$ cat config.mk
export PLATFORM = sky130hd
export DESIGN_NAME = ibex_rvfi_trace_buffer
export DESIGN_NICKNAME = d
export VERILOG_FILES = /design/src/rtl/ibex_rvfi_trace_buffer.sv
export SDC_FILE = /design/constraint.sdc
export NUM_CORES = 1
export LEC_CHECK = 0
export BUFFER_PORTS_ARGS = -buffer_cell sky130_fd_sc_hd__buf_2
export CORE_UTILIZATION = 31
export CTS_CLUSTER_SIZE = 8
export DETAILED_ROUTE_END_ITERATION = 10
export SLEW_MARGIN = 20
export SYNTH_ARGS = -nofsm -noshare
export SYNTH_HDL_FRONTEND = slang
export SYNTH_SLANG_ARGS = --single-unit
$ cat constraint.sdc
create_clock -name clk_i -period 40.3 [get_ports clk_i]
set_input_delay 2.015 -clock clk_i [delete_from_list [all_inputs] [get_ports clk_i]]
set_output_delay 2.015 -clock clk_i [all_outputs]
set_load 0.01 [all_outputs]
$ cat src/rtl/ibex_rvfi_trace_buffer.sv
// rtl/ibex_rvfi_trace_buffer.sv - RVFI retirement trace FIFO drained as a 32-bit word stream; IBEX_TRACE_BUF_MEM_EN adds memory beats
module ibex_rvfi_trace_buffer #(
  parameter int unsigned Depth        = 8,
  parameter int unsigned DropCntWidth = 16
) (
  input  logic                       clk_i,
  input  logic                       rst_i,
  input  logic                       trace_en_i,
  input  logic                       rvfi_valid,
  input  logic [63:0]                rvfi_order,
  input  logic [31:0]                rvfi_insn,
  input  logic                       rvfi_trap,
  input  logic                       rvfi_halt,
  input  logic                       rvfi_intr,
  input  logic [1:0]                 rvfi_mode,
  input  logic [4:0]                 rvfi_rd_addr,
  input  logic [31:0]                rvfi_rd_wdata,
  input  logic [31:0]                rvfi_pc_rdata,
  input  logic [31:0]                rvfi_mem_addr,
  input  logic [3:0]                 rvfi_mem_rmask,
  input  logic [3:0]                 rvfi_mem_wmask,
  output logic                       trace_valid_o,
  input  logic                       trace_ready_i,
  output logic [31:0]                trace_data_o,
  output logic                       trace_last_o,
  output logic [$clog2(Depth):0]     level_o,
  output logic [DropCntWidth-1:0]    drop_cnt_o,
  input  logic                       drop_clr_i
);

  localparam int unsigned PtrW = $clog2(Depth);
  localparam int unsigned LvlW = PtrW + 1;

`ifdef IBEX_TRACE_BUF_MEM_EN
  localparam logic [2:0] LastBeat = 3'd5;
  localparam logic       ExtFmt   = 1'b1;
`else
  localparam logic [2:0] LastBeat = 3'd3;
  localparam logic       ExtFmt   = 1'b0;
`endif

  typedef enum logic {IDLE, SEND} state_e;

  // Compact header: {trap, intr, halt, mode[1:0], lost, rd_addr[4:0], order[7:0]}
  logic [18:0] hdr_mem   [Depth];
  logic [31:0] pc_mem    [Depth];
  logic [31:0] insn_mem  [Depth];
  logic [31:0] wdata_mem [Depth];
`ifdef IBEX_TRACE_BUF_MEM_EN
  logic [31:0] maddr_mem [Depth];
  logic [7:0]  mask_mem  [Depth];
`endif

  logic [PtrW-1:0] wr_ptr, rd_ptr;
  logic            lost_q;
  state_e          state_q;
  logic [2:0]      beat_q;

  logic            full, push_req, push_acc, drop, handshake, last_beat, pop;
  logic [18:0]     in_hdr;
  logic [PtrW-1:0] sel_ptr;
  logic [2:0]      sel_beat;
  logic            sel_bypass;
  logic [18:0]     sel_hdr;
  logic [31:0]     sel_pc, sel_insn, sel_wdata;
`ifdef IBEX_TRACE_BUF_MEM_EN
  logic [31:0]     sel_maddr;
  logic [7:0]      sel_mask;
`endif
  logic [31:0]     next_word;
  logic            unused_inputs;

`ifdef IBEX_TRACE_BUF_MEM_EN
  assign unused_inputs = ^rvfi_order[63:8];
`else
  assign unused_inputs = ^{rvfi_order[63:8], rvfi_mem_addr, rvfi_mem_rmask, rvfi_mem_wmask};
`endif

  assign full      = (level_o == LvlW'(Depth));
  assign handshake = trace_valid_o && trace_ready_i;
  assign last_beat = (beat_q == LastBeat);
  assign pop       = (state_q == SEND) && handshake && last_beat;
  assign push_req  = rvfi_valid && trace_en_i;
  // A full FIFO still accepts when the head record leaves in the same cycle.
  assign push_acc  = push_req && (!full || pop);
  assign drop      = push_req && !push_acc;
  assign in_hdr    = {rvfi_trap, rvfi_intr, rvfi_halt, rvfi_mode, lost_q, rvfi_rd_addr, rvfi_order[7:0]};

  // Choose which record and beat feed the output register at the next edge.
  always_comb begin
    sel_ptr    = rd_ptr;
    sel_beat   = 3'd0;
    sel_bypass = 1'b0;
    if (state_q == SEND) begin
      if (last_beat) begin
        // Next record follows the head; if it is being written this very cycle, take it from the inputs.
        sel_ptr    = rd_ptr + PtrW'(1);
        sel_bypass = (level_o == LvlW'(1));
      end else begin
        sel_beat = beat_q + 3'd1;
      end
    end
  end

  // Fetch the selected record fields, bypassing storage for a same-cycle write.
  always_comb begin
    sel_hdr   = sel_bypass ? in_hdr        : hdr_mem[sel_ptr];
    sel_pc    = sel_bypass ? rvfi_pc_rdata : pc_mem[sel_ptr];
    sel_insn  = sel_bypass ? rvfi_insn     : insn_mem[sel_ptr];
    sel_wdata = sel_bypass ? rvfi_rd_wdata : wdata_mem[sel_ptr];
`ifdef IBEX_TRACE_BUF_MEM_EN
    sel_maddr = sel_bypass ? rvfi_mem_addr : maddr_mem[sel_ptr];
    sel_mask  = sel_bypass ? {rvfi_mem_rmask, rvfi_mem_wmask} : mask_mem[sel_ptr];
`endif
  end

  // Format the selected beat as an output word.
  always_comb begin
    next_word = 32'h0;
    case (sel_beat)
      3'd0:    next_word = {8'hA5, sel_hdr[18:13], ExtFmt, 4'h0, sel_hdr[12:0]};
      3'd1:    next_word = sel_pc;
      3'd2:    next_word = sel_insn;
      3'd3:    next_word = sel_wdata;
`ifdef IBEX_TRACE_BUF_MEM_EN
      3'd4:    next_word = sel_maddr;
      3'd5:    next_word = {sel_mask, 24'h0};
`endif
      default: next_word = 32'h0;
    endcase
  end

  // Record storage write.
  always_ff @(posedge clk_i) begin
    if (push_acc) begin
      hdr_mem[wr_ptr]   <= in_hdr;
      pc_mem[wr_ptr]    <= rvfi_pc_rdata;
      insn_mem[wr_ptr]  <= rvfi_insn;
      wdata_mem[wr_ptr] <= rvfi_rd_wdata;
`ifdef IBEX_TRACE_BUF_MEM_EN
      maddr_mem[wr_ptr] <= rvfi_mem_addr;
      mask_mem[wr_ptr]  <= {rvfi_mem_rmask, rvfi_mem_wmask};
`endif
    end
  end

  // Pointers, occupancy, lost flag and saturating drop counter.
  always_ff @(posedge clk_i) begin
    if (rst_i) begin
      wr_ptr     <= '0;
      rd_ptr     <= '0;
      level_o    <= '0;
      lost_q     <= 1'b0;
      drop_cnt_o <= '0;
    end else begin
      if (push_acc) wr_ptr <= wr_ptr + PtrW'(1);
      if (pop)      rd_ptr <= rd_ptr + PtrW'(1);
      if (push_acc && !pop)      level_o <= level_o + LvlW'(1);
      else if (!push_acc && pop) level_o <= level_o - LvlW'(1);
      if (drop)          lost_q <= 1'b1;
      else if (push_acc) lost_q <= 1'b0;
      if (drop_clr_i)                  drop_cnt_o <= drop ? DropCntWidth'(1) : '0;
      else if (drop && !(&drop_cnt_o)) drop_cnt_o <= drop_cnt_o + DropCntWidth'(1);
    end
  end

  // Output FSM with registered valid/data/last; data and last only move on a handshake.
  always_ff @(posedge clk_i) begin
    if (rst_i) begin
      state_q       <= IDLE;
      beat_q        <= 3'd0;
      trace_valid_o <= 1'b0;
      trace_data_o  <= 32'h0;
      trace_last_o  <= 1'b0;
    end else begin
      case (state_q)
        IDLE: begin
          if (level_o != '0) begin
            state_q       <= SEND;
            beat_q        <= 3'd0;
            trace_valid_o <= 1'b1;
            trace_data_o  <= next_word;
            trace_last_o  <= 1'b0;
          end
        end
        SEND: begin
          if (handshake) begin
            if (last_beat) begin
              beat_q       <= 3'd0;
              trace_last_o <= 1'b0;
              if (level_o > LvlW'(1) || push_acc) begin
                trace_data_o <= next_word;
              end else begin
                state_q       <= IDLE;
                trace_valid_o <= 1'b0;
                trace_data_o  <= 32'h0;
              end
            end else begin
              beat_q       <= beat_q + 3'd1;
              trace_data_o <= next_word;
              trace_last_o <= ((beat_q + 3'd1) == LastBeat);
            end
          end
        end
        default: state_q <= IDLE;
      endcase
    end
  end

endmodule

==> impl.org <==
** Floorplan
- Starting Density :: 0.3131
- Area of the die :: 128400 µm²
- The floorplan step set the die height to 358.4 µm.
- In this run the standard cell core region covers 125700 µm².
- In this run the count of I/O pins placed on the die edge is 270.
- Measured along the x axis, the die boundary spans 358.4 µm.
- Floorplan row count :: 130

** Global routing
- Entering global routing, the biggest net connects 151 pins.
- The initial antenna violation count came to 52.
- For met1 alone, demand over resource in global routing was 0.2233.
- The number of global-route vias before repair was 22100.
- Met2 Track Usage GR :: 0.2676
- The first global-routing pass estimated 157600 µm of wire.
- Met3 usage in global routing :: 0.05137
- GR Util All Layers :: 0.1691
- The total overflow left after global routing is 0.
- met2 is the most crowded layer.

** Cells and area
- At the end of the flow, the number of nets in the layout was 2781.
- Top library cells by usage in the layout, fill and taps aside :: 920 x edfxtp_1, 233 x nand2_1, 173 x buf_2
- Growth of design area from synthesis to finish :: 18.02%
- Proportion of layout cells with a drive suffix above 1 :: 0.2216
- Share of the core filled with cells in the final layout :: 0.3696
- Commonest non-fill, non-tap cell in the layout :: edfxtp_1

** Routing
- DR pass1 iterations :: 6
- Across all layers, the routed design uses 22700 vias.
- Wirelength per Cell :: 25.40 µm
- Via density :: 5.259
- For this run, design rule violations remaining after detail routing come to 0.
- After the first detailed-routing iteration, the DRC count stood at 2307.
- Summed over all layers, the routed wires come to 109600 µm.
- The count of nets left with antenna violations once routing finished came out at 0.

** Pwr
- The design draws 2.362 mW.
- For this design the ratio of total power to cell area is 50.83 nW/µm².
- Leakage power :: 14.70 nW
- Worst-case vdd ir drop :: 35.28 µV

** Critical path
- Maximum fanout encountered on the critical timing path :: 57
- On the critical path, the stage with the largest delay is an instance of buf_4.
- Ordered list of cells on the worst path :: buf_2 -> nand3_1 -> nor2_1 -> inv_1 -> nand3_1 -> nand2_1 -> clkinv_1 -> nand2_1 -> nor2_4 -> buf_4 -> buf_4
- In this design, the stage delay of the slowest critical-path cell is 910 ps.
- CP Class :: in -> reg
- Worst Path Required :: 40640 ps
- Arrival time reported for the critical path endpoint :: 5770 ps
- Endpoint class of the critical path :: register
- Kind of cell with the highest combined delay on the critical path :: buffers and inverters
- Critical path buffers and inverters :: 5
- Launching element type of the critical path :: primary input

** STA
- The clock arrives with 40.07 ps of skew.
- Total count of max-transition violations in the final report :: 0
- Number of hold violations in the final report :: 0
- Setup total negative slack on the finished layout was measured at 0 ps.
- Top achievable clock speed :: 0.1843 GHz
- Unrepaired setup endpoints after global routing :: false
- Headroom to the max-slew limit came out at 0.2450.
- In the post-route analysis, the smallest setup slack over all paths is 34870 ps.
- Period Utilization, post-route :: 0.1346
- Hold timing on the final database bottoms out at a slack of 462.4 ps.
- Tmin final :: 5426 ps
- Final number of setup-violating endpoints :: 0
- Tightest Pin Transition :: 1132 ps

** Min path
- Tightest Hold Check Type :: reg -> reg

** Yosys
- Number of enable-type register cells in the synthesized netlist :: 920
- The average instance in the mapped netlist occupies 17.09 µm².
- Number of unique standard cell types used by synthesis :: 75
- Fraction of post-synthesis cell area in the top cell type by area :: 0.7017
- Ranking of synthesized cells by area :: edfxtp_1 70%, mux4_2 8.0%, dfxtp_1 3.3%, mux2i_1 2.8%, nand2_1 2.2%
- Dominant cell type by area after synthesis :: edfxtp_1
- Ys Warns :: 0
- Number of register bits inferred by synthesis :: 985
- The number of nets handed over by synthesis was 2532.
- Commonest register cell after synthesis :: edfxtp_1
- In the synthesized netlist, the number of instances is 2304.
- Sequential element share of the synthesized area :: 0.7347
- For this run, asynchronously set or reset flops after synthesis account for 0.
- Cell area after synthesis :: 39370 µm²

** Placed design
- At the placement stage, the worst setup path has a slack of 34170 ps.
- Final HPWL DP :: 63440 µm
- PortBufs :: 173
- Routability cong. :: 0.7937

** CTS
- The longest clock path from root to sink contains 3 buffers.
- In this run the post-CTS setup repair buffer count came out at 0.
- Cts bufs inserted :: 142
- The tree built by TritonCTS fans out to 985 sinks.
- Clock latency on the worst-skew pair, taken at its later pin, is 740 ps.
- In this run the number of H-tree levels came out at 4.
- Hold bufs inserted after CTS :: 0
- TritonCTS built the clock tree.
- Clock transition at the register clock pins on the worst setup and hold paths after CTS :: 50 ps
- Clock tree synthesis selected as its root buffer the cell clkbuf_16.
- Post-CTS repair changed the size of 0 cells.

** Run status
- Run status :: completed

** Job
- Max cap viols :: 0
==> cells by family (layout without fill, tap and decap cells) <==
group                      after synthesis  in the layout  share of synthesized area
AOI/OAI and AO/OA                      371            371                    0.06581
muxes                                  268            268                     0.1129
DFF                                    985            985                     0.7347
xor gates and xnor gates                24             24                   0.005720
adders and majority gates               12             12                   0.003813
and+or+nand+nor                        503            503                    0.05701
buffers and inverters                  141            490                    0.02002
other                                    0             13                          0
==> final cells by class <==
class	instances	area (µm²)
antenna	13	32.53
timing repair buffer	232	1359
clock inverter	16	282.8
clock buffer	228	3908
tap	1650	2064
inverter	14	52.55
sequential	985	28930
fill	11630	79260
multi-input combinational	1178	9843
==> Yosys cell counts (all sizes together), types with 14 or more instances <==
cell	number
o211ai	39
mux4	139
edfxtp	920
nor3	35
a211oi	17
nor2	103
xor2	17
clkbuf	43
mux2i	110
nand3	58
a211o	18
nand4	14
a22oi	21
o221ai	19
buf	84
a21oi	73
a31oi	24
nand2	236
o21ai	53
dfxtp	65
o22ai	23
mux2	19
==> power breakdown <==
group	total, mW	internal [mW]	leakage (nW)	switching [mW]
clock network	1.10	0.665	1.99	0.439
logic	0.111	0.0334	3.88	0.0780
registers	1.15	1.14	8.84	0.00832
total	2.36	1.84	14.7	0.525
==> flip-flops by register name, indices dropped and copies added (netlist names) <==
name	cells
state_q	1
rd_ptr	3
hdr_mem	152
drop_cnt_o	16
trace_valid_o	1
wdata_mem	256
lost_q	1
wr_ptr	3
trace_last_o	1
insn_mem	256
trace_data_o	32
beat_q	3
pc_mem	256
level_o	4
==> worst register-to-register path, cell delays in order, from the launching register on <==
cell	delay (ps)
dfxtp_1	300
buf_4	280
ha_1	260
ha_1	410
nand3_2	260
xnor2_4	650
buf_12	670
buf_4	990
mux4_2	450
a2111oi_0	630
nand3_1	180
a2bb2oi_1	170
==> worst paths after layout <==
path                                                 endpoint  depth (start not counted)                     startpoint  slack, ps
worst max register to register   trace_data_o[9]$_SDFFE_PP0P_                         11         beat_q[0]$_SDFFE_PP0P_      34890
worst min register to register  trace_data_o[29]$_SDFFE_PP0P_                          1  trace_data_o[29]$_SDFFE_PP0P_        460
worst min-delay path            trace_data_o[29]$_SDFFE_PP0P_                          1  trace_data_o[29]$_SDFFE_PP0P_        460
worst max-delay path                 insn_mem[7][8]$_DFFE_PP_                         11                  trace_ready_i      34870
==> per-layer routing <==
metal | wire, µm | vias to the layer above
met5 | 277 | -
met4 | 2462 | 44
met3 | 10500 | 225
met2 | 51720 | 918
met1 | 44690 | 11700
li1 | - | 9811
==> metrics by stage <==
stage / instances / cell area (µm²)
after floorplan: 2304 / 39370
after global placement: 4059 / 42250
after detailed placement: 4059 / 42250
after CTS: 4303 / 46440
after global routing: 4306 / 46440
final: 4316 / 46470
No activity file was read; power rests on OpenSTA's default activity.
